## src/rtl/gpu_line_sequencer.sv

```systemverilog
// Command sequencer in front of the Bresenham line engine: issues one line,
// or a rectangle outline as four segments, with a per-segment watchdog and abort.
module gpu_line_sequencer #(
  parameter int WIDTH_BITS     = 10,
  parameter int HEIGHT_BITS    = 9,
  parameter int CHANNEL_BITS   = 8,
  parameter int TIMEOUT_CYCLES = 2048
) (
  input  logic                    clk,
  input  logic                    n_rst,
  input  logic                    cmd_valid,
  output logic                    cmd_ready,
  input  logic                    cmd_op,
  input  logic [WIDTH_BITS-1:0]   cmd_x1,
  input  logic [WIDTH_BITS-1:0]   cmd_x2,
  input  logic [HEIGHT_BITS-1:0]  cmd_y1,
  input  logic [HEIGHT_BITS-1:0]  cmd_y2,
  input  logic [CHANNEL_BITS-1:0] cmd_r,
  input  logic [CHANNEL_BITS-1:0] cmd_g,
  input  logic [CHANNEL_BITS-1:0] cmd_b,
  input  logic                    abort,
  output logic [WIDTH_BITS-1:0]   le_x1,
  output logic [WIDTH_BITS-1:0]   le_x2,
  output logic [HEIGHT_BITS-1:0]  le_y1,
  output logic [HEIGHT_BITS-1:0]  le_y2,
  output logic [CHANNEL_BITS-1:0] le_r,
  output logic [CHANNEL_BITS-1:0] le_g,
  output logic [CHANNEL_BITS-1:0] le_b,
  output logic                    le_start,
  input  logic                    le_done,
  input  logic                    le_busy,
  output logic                    busy,
  output logic                    done,
  output logic                    err,
  output logic [1:0]              seg_idx
);
  // Handshake: a command transfers on the rising clk edge where cmd_valid && cmd_ready;
  // cmd_ready is combinational from state and abort, cmd_valid must not depend on it.
  typedef enum logic [2:0] {S_IDLE, S_SETUP, S_START, S_WAIT, S_FIN} state_t;

  localparam int WD_W = (TIMEOUT_CYCLES > 2) ? $clog2(TIMEOUT_CYCLES) : 1;

  state_t                  r_state, w_next;
  logic [WD_W-1:0]         r_wd;
  logic [WIDTH_BITS-1:0]   r_x1, r_x2;
  logic [HEIGHT_BITS-1:0]  r_y1, r_y2;
  logic [CHANNEL_BITS-1:0] r_r, r_g, r_b;
  logic                    r_rect;
  logic [1:0]              r_seg;
  logic                    r_err;
  logic                    w_accept, w_last, w_seg_done, w_timeout, w_abort;
  logic                    w_unused;

  assign w_unused   = le_busy;
  assign w_accept   = cmd_valid && cmd_ready;
  assign w_abort    = abort && (r_state != S_IDLE);
  assign w_last     = !r_rect || (r_seg == 2'd3);
  assign w_seg_done = (r_state == S_WAIT) && le_done;
  assign w_timeout  = (r_state == S_WAIT) && !le_done && (r_wd == WD_W'(TIMEOUT_CYCLES - 1));

  always_ff @(posedge clk or negedge n_rst) begin
    if (!n_rst) r_state <= S_IDLE;
    else        r_state <= w_next;
  end

  always_comb begin
    w_next = r_state;
    if (w_abort) begin
      w_next = S_IDLE;
    end else begin
      case (r_state)
        S_IDLE:  if (w_accept) w_next = S_SETUP;
        S_SETUP: w_next = S_START;
        S_START: w_next = S_WAIT;
        S_WAIT: begin
          if (w_seg_done)     w_next = w_last ? S_FIN : S_SETUP;
          else if (w_timeout) w_next = S_FIN;
        end
        S_FIN:   w_next = S_IDLE;
        default: w_next = S_IDLE;
      endcase
    end
  end

  always_comb begin
    cmd_ready = (r_state == S_IDLE) && !abort;
    busy      = (r_state != S_IDLE);
    le_start  = (r_state == S_START) || (r_state == S_WAIT);
    done      = (r_state == S_FIN);
    err       = (r_state == S_FIN) && r_err;
    seg_idx   = r_seg;
  end

  // Watchdog is zero in START and counts every START/WAIT cycle, so it reads k in the k-th WAIT cycle.
  always_ff @(posedge clk or negedge n_rst) begin
    if (!n_rst) begin
      r_x1   <= '0;
      r_x2   <= '0;
      r_y1   <= '0;
      r_y2   <= '0;
      r_r    <= '0;
      r_g    <= '0;
      r_b    <= '0;
      r_rect <= 1'b0;
      r_seg  <= 2'd0;
      r_err  <= 1'b0;
      r_wd   <= '0;
    end else begin
      if (w_accept) begin
        r_x1   <= cmd_x1;
        r_x2   <= cmd_x2;
        r_y1   <= cmd_y1;
        r_y2   <= cmd_y2;
        r_r    <= cmd_r;
        r_g    <= cmd_g;
        r_b    <= cmd_b;
        r_rect <= cmd_op && (cmd_x1 != cmd_x2) && (cmd_y1 != cmd_y2);
      end
      if ((r_state == S_START) || (r_state == S_WAIT)) r_wd <= r_wd + 1'b1;
      else                                             r_wd <= '0;
      if (w_abort || (r_state == S_FIN)) begin
        r_seg <= 2'd0;
        r_err <= 1'b0;
      end else if (w_seg_done && !w_last) begin
        r_seg <= r_seg + 2'd1;
      end else if (w_timeout) begin
        r_err <= 1'b1;
      end
    end
  end

  // A degenerate rectangle is held as a plain line, so only true rectangles walk the corners.
  always_comb begin
    le_x1 = r_x1;
    le_y1 = r_y1;
    le_x2 = r_x2;
    le_y2 = r_y2;
    if (r_rect) begin
      case (r_seg)
        2'd0:    begin le_x1 = r_x1; le_y1 = r_y1; le_x2 = r_x2; le_y2 = r_y1; end
        2'd1:    begin le_x1 = r_x2; le_y1 = r_y1; le_x2 = r_x2; le_y2 = r_y2; end
        2'd2:    begin le_x1 = r_x2; le_y1 = r_y2; le_x2 = r_x1; le_y2 = r_y2; end
        default: begin le_x1 = r_x1; le_y1 = r_y2; le_x2 = r_x1; le_y2 = r_y1; end
      endcase
    end
  end

  assign le_r = r_r;
  assign le_g = r_g;
  assign le_b = r_b;

endmodule

```

## config.mk

```make
export PLATFORM = sky130hd
export DESIGN_NAME = gpu_line_sequencer
export DESIGN_NICKNAME = d
export VERILOG_FILES = /design/src/rtl/gpu_line_sequencer.sv
export SDC_FILE = /design/constraint.sdc
export NUM_CORES = 1
export LEC_CHECK = 0
export ABC_AREA = 1
export CAP_MARGIN = 20
export CORE_MARGIN = 3
export CORE_UTILIZATION = 49
export DETAILED_ROUTE_END_ITERATION = 8
export PLACE_DENSITY_LB_ADDON = 0.25
export SKIP_CTS_REPAIR_TIMING = 1
export SYNTH_ARGS = -nofsm -noshare
export SYNTH_HDL_FRONTEND = slang
export SYNTH_SLANG_ARGS = --single-unit
```

## constraint.sdc

```tcl
create_clock -name clk -period 3.4 [get_ports clk]
set_input_delay 0.68 -clock clk [delete_from_list [all_inputs] [get_ports clk]]
set_output_delay 0.68 -clock clk [all_outputs]
set_load 0.02 [all_outputs]
```

== Word-level counts from Yosys, hierarchy flattened ==
Cells that the tools add are included.

* Add/sub/neg operators: 2
* Equal/unequal tests: 13
* Multiplexer cells: 20
* Reduce and logical (&&, ||, !) cells: 26

{| class="wikitable"
|+ Operators with widths
! operator !! number
|-
| $mux 10 || 4
|-
| $mux 9 || 4
|-
| $mux 3 || 5
|-
| $pmux 3 s4 || 1
|-
| $add 11x1->11 const B || 1
|-
| $eq 11x11->1 const B || 1
|-
| $mux 11 || 1
|-
| $logic_and 1x1->1 || 10
|-
| $ne 10x10->1 || 1
|-
| $ne 9x9->1 || 1
|-
| $eq 3x2->1 const B || 2
|-
| $eq 2x2->1 const B || 2
|-
| $logic_not 1->1 || 4
|-
| $mux 2 || 2
|-
| $ne 4x4->1 const B || 1
|-
| $reduce_and 2->1 || 2
|-
| $reduce_bool 2->1 || 2
|-
| $reduce_or 2->1 || 2
|-
| $eq 3x1->1 const B || 1
|-
| $eq 3x3->1 const B || 1
|-
| $logic_not 3->1 || 1
|-
| $logic_or 1x1->1 || 3
|-
| $mux 1 || 3
|-
| $ne 3x3->1 const B || 1
|-
| other kinds (5) || 5
|}

* Flip-flop bits (word level): 80
* Output and inout bits: 69
* Logic and storage cells: 73

== Logic depth before layout (Yosys ltp) ==
Gate-level depths: netlist (run 1).

* Depth after elaboration: 7
* Gate-level depth with buffers: 9
* Mapped depth without buffers: 8

== Least setup slack after synthesis (run 1) ==
OpenSTA, ideal clock, no wires.

* Path type: register to output
* Start: register r_seg[0], in the netlist seg_idx[0]
* End: output port le_y2[0]
* Arrival: 1768 ps
* Required time: 2720 ps
* Slack: 952 ps
* Stages on the path, launching flop included: 7
* Buffers on the path: 1
* Cells stage by stage: dfrtp_1 -> inv_1 -> ha_1 -> inv_1 -> nand2_1 -> clkbuf_1 -> o21ai_0

* Longest elaborated chain between the ends: 4
* Elaborated cells between the ends (all ways): 5

{| class="wikitable"
|+ Ends and longest elaborated chain
! what !! line !! RTL
|-
| from (decl) || 49 || <nowiki>logic [1:0] r_seg;</nowiki>
|-
| from (signal assigned) || 125 || <nowiki>r_seg <= r_seg + 2'd1;</nowiki>
|-
| $eq 2x2->1 / $eq 2x1->1 (equally long branches) || 139 || <nowiki>case (r_seg)</nowiki>
|-
| $reduce_or 2->1 (no line) * || - ||
|-
| $mux 9 * || 139 ||
|-
| $mux 9 * || 138 || <nowiki>if (r_rect) begin</nowiki>
|-
| to (decl) || 25 || <nowiki>output logic [HEIGHT_BITS-1:0] le_y2,</nowiki>
|}

Every way passes the cells marked *; elsewhere a longest branch is shown, timed or not.

== Worst setup path in the final report (run 1) ==
* Start: register r_seg[1], in the netlist seg_idx[1]
* End: output port le_y2[8]

Same word-level chain as after synthesis.

==> reports/results.ini, run 1 <==
[status]
status=completed

[clock_network]
clk_pin_slew_ns=0.08
clkSinkCount=80
ctsRootBufferMaster=clkbuf_8
htreeDepth=3
cts_tree=yes
ctsLongestPathBuffers=2
cts_buffers=9
insertion_delay_ns=0.34

[timing]
finalMaxSlewViolations=0
worst_pin_slew_ns=0.612
worst_slack_ns=0.306
setup_viol=0
clock_skew_ns=0.00903
rsz0062_at_grt=no
hold_violations=0
slew_headroom_pct=59.2
clock.fmax_mhz=323
fin_setup_tns_ns=0
layout_min_cycle_time_ns=3.09
min_period_over_period_pct=91.0

[routing]
vias_per_cell=4.88
detail_route.wl_per_cell_um=13.4
postRouteWirelength_mm=10.2
ant_nets=0
drc=0
drt-pass1-iter-count=5
dr.first_iter.drc_count=221
num_vias=3723

[synthesis]
ys_warn_count=0
ys_seq_area_share_pct=50.4
syn_inst=521
syn_area_sq_um=3980
syn-num-nets=594
syn_area_per_cell_sq_um=7.63
ys_seq_elements=80
synth_cell_types=24

[critical_path]
critPathCaptureType=primary output
cp_max_fo=12
worstPathArrival_ns=2.41
path_class=reg2out
critical_path_required_ns=2.72
startpoint_type=flip-flop
r2r_cells=8

[placement]
hpwl_mm=7.54
pre_cts_slack_ns=0.511
place_congestion=0.813
placed_area_sq_um=5410
io_buffers=136

[pwr]
leakage_nw=2.71
power_density_nw_per_um2=825
power_mw=4.65
max-vdd-ir-drop_v=0.000431

[die]
io_pins=138
dieArea_sq_um=9230
core_area_sq_um=7810
rows=32
die_w_um=96.1
die_h_um=96.1
initial_utilization_pct=50.9

[layout]
seq_area_sq_um=2000
drive_gt1_share_pct=4.69
design_area_sq_um=5640
multi_input_area_sq_um=1630
antenna_cells=0
synthToLayoutAreaGrowth_pct=42.0
nNetsFinal=729
n_fill_cell=637

[run]
drv_cap=0

[global_routing]
grt_util_all_layers_pct=23.2
antenna_found_initial=0
grt_max_degree=81
grt_pass1_vias=3663
grt_overflow=0
grt_pass1_wl_mm=16.6

[worst_hold_path]
worstHoldPathType=in2async

==> cell usage in the layout (no fill, tap or decap), types with 2 or more instances in the layout <==
cell / instances
o21ai_0: 68
buf_4: 6
o21ai_1: 5
clkbuf_8: 10
clkdlybuf4s50_1: 135
nand4_1: 3
a21oi_1: 17
xnor2_1: 12
nand2_2: 3
nand2_1: 190
dfrtp_1: 80
nand3_1: 14
nor2_4: 2
nor2_1: 32
clkinv_2: 3
inv_1: 64
ha_1: 4
==> flip-flops by register name, indices dropped and copies added, names as in the netlist <==
name	cells
r_x2	10
r_state	3
le_b	8
r_y1	9
seg_idx	2
le_g	8
r_wd	11
r_rect	1
r_err	1
le_r	8
r_y2	9
r_x1	10
==> path summary, 6_finish.rpt <==
check,from,end,slack (ns)
worst min-delay path,n_rst,r_y2[3],0.16
worst min register to register,r_wd[0],r_wd[0],0.46
min in group clk,r_wd[0],r_wd[0],0.46
max in group asynchronous,n_rst,le_b[4],2.66
worst max register to register,r_state[2],r_x2[4],1.55
worst max-delay path,seg_idx[1],le_y2[8],0.31
==> where the power goes <==
group	switching [mW]	internal [mW]	leakage [nW]	total, mW
Sequential	0.229	1.33	1.02	1.56
Clock	0.341	0.359	0.0993	0.699
Combinational	1.32	1.08	1.59	2.40
Total	1.89	2.76	2.71	4.65
==> metal layers <==
layer | global-route usage [%] | wire, um | up-vias
li1 | - | - | 1882
met1 | 28.3 | 4180 | 1722
met2 | 38.3 | 5040 | 108
met3 | 8.99 | 876 | 11
met4 | 6.52 | 133 | 0
met5 | 0 | 0 | -
==> critical path, stage by stage, from the launching register on <==
cell and delay [ns]:
dfrtp_1 0.41, inv_1 0.08, ha_1 0.30, inv_1 0.06
nand2_2 0.19, buf_4 0.19, nand2_1 0.05, o21ai_0 0.12
clkdlybuf4s50_1 0.67
==> metrics by stage <==
stage / hold WS [ns] / instances / util (%)
finish: 0.159 / 763 / 72.3
global placement: 0.450 / 746 / 69.3
CTS: 0.466 / 762 / 71.9
floorplan: 0.384 / 521 / -
detailed placement: 0.455 / 746 / 69.3
global route: 0.135 / 763 / 72.3
==> Yosys cell counts (all sizes together) <==
cell type / number / area share (%)
nor3: 1 / 0.13
o31ai: 1 / 0.19
nor2: 34 / 3.6
clkinv: 1 / 0.13
nor3b: 1 / 0.31
or3: 1 / 0.16
xnor2: 12 / 2.6
dfrtp: 80 / 50
o21ai: 73 / 9.2
buf: 8 / 1.6
nand3: 14 / 1.8
ha: 4 / 1.3
xor2: 1 / 0.22
nand2: 194 / 19
inv: 64 / 6.0
clkbuf: 11 / 1.0
a21oi: 17 / 2.1
and3: 1 / 0.16
nand4: 3 / 0.47
==> layout make-up <==
type                            count  share of cell area [%]
Clock inverter                      5                   0.998
Inverter                           65                    4.35
Multi-Input combinational cell    357                    28.8
Sequential cell                    80                    35.5
Tap cell                          102                    2.26
Clock buffer                       11                    2.51
Timing Repair Buffer              143                    25.6
==> kinds of logic after synthesis <==
kind of cell / after synthesis / synth area share, %
AOI/OAI and AO/OA: 91 / 11.5
xor gates and xnor gates: 13 / 2.86
adders and majority gates: 4 / 1.26
buffers and inverters: 84 / 8.84
DFF: 80 / 50.4
and+or+nand+nor: 249 / 25.1
Note: power is estimated with default switching activity, not from simulation.
==> inputs of run 2 (changes only) <==
--- a/config.mk
+++ b/config.mk
@@ -11,7 +11,7 @@
 export CORE_UTILIZATION = 49
 export DETAILED_ROUTE_END_ITERATION = 8
 export PLACE_DENSITY_LB_ADDON = 0.25
-export SKIP_CTS_REPAIR_TIMING = 1
+export SLEW_MARGIN = 0
 export SYNTH_ARGS = -nofsm -noshare
 export SYNTH_HDL_FRONTEND = slang
 export SYNTH_SLANG_ARGS = --single-unit
==> results of run 2 <==
Same layout as run 1: the final DEF is identical, and so are final timing and power.
==> inputs of run 3 (changes only) <==
--- a/config.mk
+++ b/config.mk
@@ -8,7 +8,8 @@
 export ABC_AREA = 1
 export CAP_MARGIN = 20
 export CORE_MARGIN = 3
-export CORE_UTILIZATION = 49
+export CORE_UTILIZATION = 51
+export CTS_BUF_LIST = sky130_fd_sc_hd__clkbuf_4 sky130_fd_sc_hd__clkbuf_8
 export DETAILED_ROUTE_END_ITERATION = 8
 export PLACE_DENSITY_LB_ADDON = 0.25
 export SLEW_MARGIN = 0
==> reports/results.ini, run 3 (same netlist as run 1, synthesis figures left out) <==
[layout]
largest_register_ffs=11
synthToLayoutAreaGrowth_pct=41.0
drive_gt1_share_pct=4.70
nNetsFinal=728
n_fill_cell=550
regMostFlops=r_wd
antenna_cells=0
final_cells=759
design_area_sq_um=5600
reg_top3=r_wd x11, r_x1 x10, r_x2 x10
final_cell_mix=nand2_1 (190), clkdlybuf4s50_1 (135), dfrtp_1 (80), o21ai_0 (68), inv_1 (64)
layout_commonest_cell=nand2_1

[die]
die_h_um=94.3
io_pins=138
core_area_sq_um=7410
initial_utilization_pct=53.7
die_w_um=94.3
dieArea_sq_um=8890
rows=31

[timing]
worst_pin_slew_ns=1.00
layout_min_cycle_time_ns=3.05
hold_violations=0
setup_viol=0
min_period_over_period_pct=89.8
worst_slack_ns=0.347
fin_setup_tns_ns=0
clock.fmax_mhz=328
rsz0062_at_grt=no
slew_headroom_pct=33.0
finalMaxSlewViolations=0
clock_skew_ns=0.00908
holdWs_ns=0.475

[critical_path]
crit_slowest_cell=clkdlybuf4s50_1
cp_max_fo=18
critPathCaptureType=primary output
path_delay_family=buffers and inverters
worstPathArrival_ns=2.37
cpMostUsedCell=inv_1
path_class=reg2out
cp_num_buf_inv=3
critical_path_required_ns=2.72
startpoint_type=flip-flop
cp_cell_sequence=inv_1, ha_1, inv_1, nand2_2, o21ai_0, clkdlybuf4s50_1
crit_path_max_incr_delay_ns=0.65
reg2reg_slack_ns=1.74

[clock_network]
ctsRootBufferMaster=clkbuf_8
insertion_delay_ns=0.35
htreeDepth=3
ctsLongestPathBuffers=2
cts_tree=yes
hold_buffers=0
cts_buffers=9
clkSinkCount=80
clk_pin_slew_ns=0.09

[pwr]
leakage_nw=2.69
power_density_nw_per_um2=834
max-vdd-ir-drop_v=0.000559

[routing]
num_vias=3756
drc=0
dr.first_iter.drc_count=169
wl_met1_mm=4.25
drt-pass1-iter-count=4
wl_met3_um=865
vias_per_cell=4.95
wl_met2_mm=5.00
postRouteWirelength_mm=10.3
ant_nets=0
detail_route.wl_per_cell_um=13.5
topRoutingLayerUsed=met4

[placement]
place_congestion=0.840
placed_area_sq_um=5400
io_buffers=136
pre_cts_slack_ns=0.485
hpwl_mm=7.41
dp_cells=743

[global_routing]
grt_overflow=0
grt_max_degree=81
antenna_found_initial=0
grt_util_all_layers_pct=24.1
grt_pass1_wl_mm=16.8
grt_pass1_vias=3781

[status]
status=completed

[worst_hold_path]
worstHoldPathType=in2async

[run]
drv_cap=0

==> run 3: cell count changes in the layout (fill, tap and decap cells not counted), sizes merged <==
cell	change
buf	-1
==> run 3: layout make-up <==
| cell class | count | area (sq um) | area share [%] |
|---|---|---|---|
| Clock buffer | 11 | 145 | 2.59 |
| Clock inverter | 5 | 56.3 | 1.00 |
| Inverter | 65 | 245 | 4.38 |
| Multi-Input combinational cell | 357 | 1630 | 29.0 |
| Sequential cell | 80 | 2000 | 35.7 |
| Tap cell | 99 | 124 | 2.21 |
| Timing Repair Buffer | 142 | 1400 | 25.1 |
==> run 3: timing repair <==
action / 4_1_cts / 5_1_grt
endpoints found under the setup margin: 0 / 5
resized for setup: 0 / 2
setup buffers: 0 / 0
==> run 3: worst register-to-register path: cells and delay by family (launching register included) <==
family / cells / cell delay [ns]
AOI/OAI and AO/OA: 1 / 0.09
and+or+nand+nor: 5 / 0.53
buffers and inverters: 2 / 0.51
DFF: 1 / 0.43
==> run 3: worst paths after layout <==
check / start / endpoint / depth (start not counted)
max: seg_idx[0] / le_y2[0] / 6
min: n_rst / r_y2[1] / 1
min reg2reg: r_wd[0] / r_wd[0] / 1
max in group asynchronous: n_rst / le_b[1] / 1
max reg2reg: r_state[1] / r_x2[4] / 8
min in group clk: r_wd[0] / r_wd[0] / 1
==> run 3: where the power goes <==
group	internal [mW]	leakage [nW]	switching, mW	total, mW
logic	1.06	1.57	1.33	2.39
registers	1.33	1.02	0.231	1.56
clock network	0.367	0.103	0.356	0.723
total	2.76	2.69	1.91	4.67
==> run 3: metrics by stage <==
stage / util [%] / total power, mW
4_1_cts: 75.6 / 4.71
3_3_place_gp: 72.8 / 3.89
5_1_grt: 75.6 / 5.00
3_5_place_dp: 72.8 / 3.97
2_1_floorplan: - / 2.84
6_report: 75.6 / 4.67
==> run 3: layer usage <==
layer	vias to the layer above	global-route usage [%]
met5	-	0
met4	0	7.94
met3	12	8.81
met2	96	41.3
met1	1770	27.9
li1	1878	-
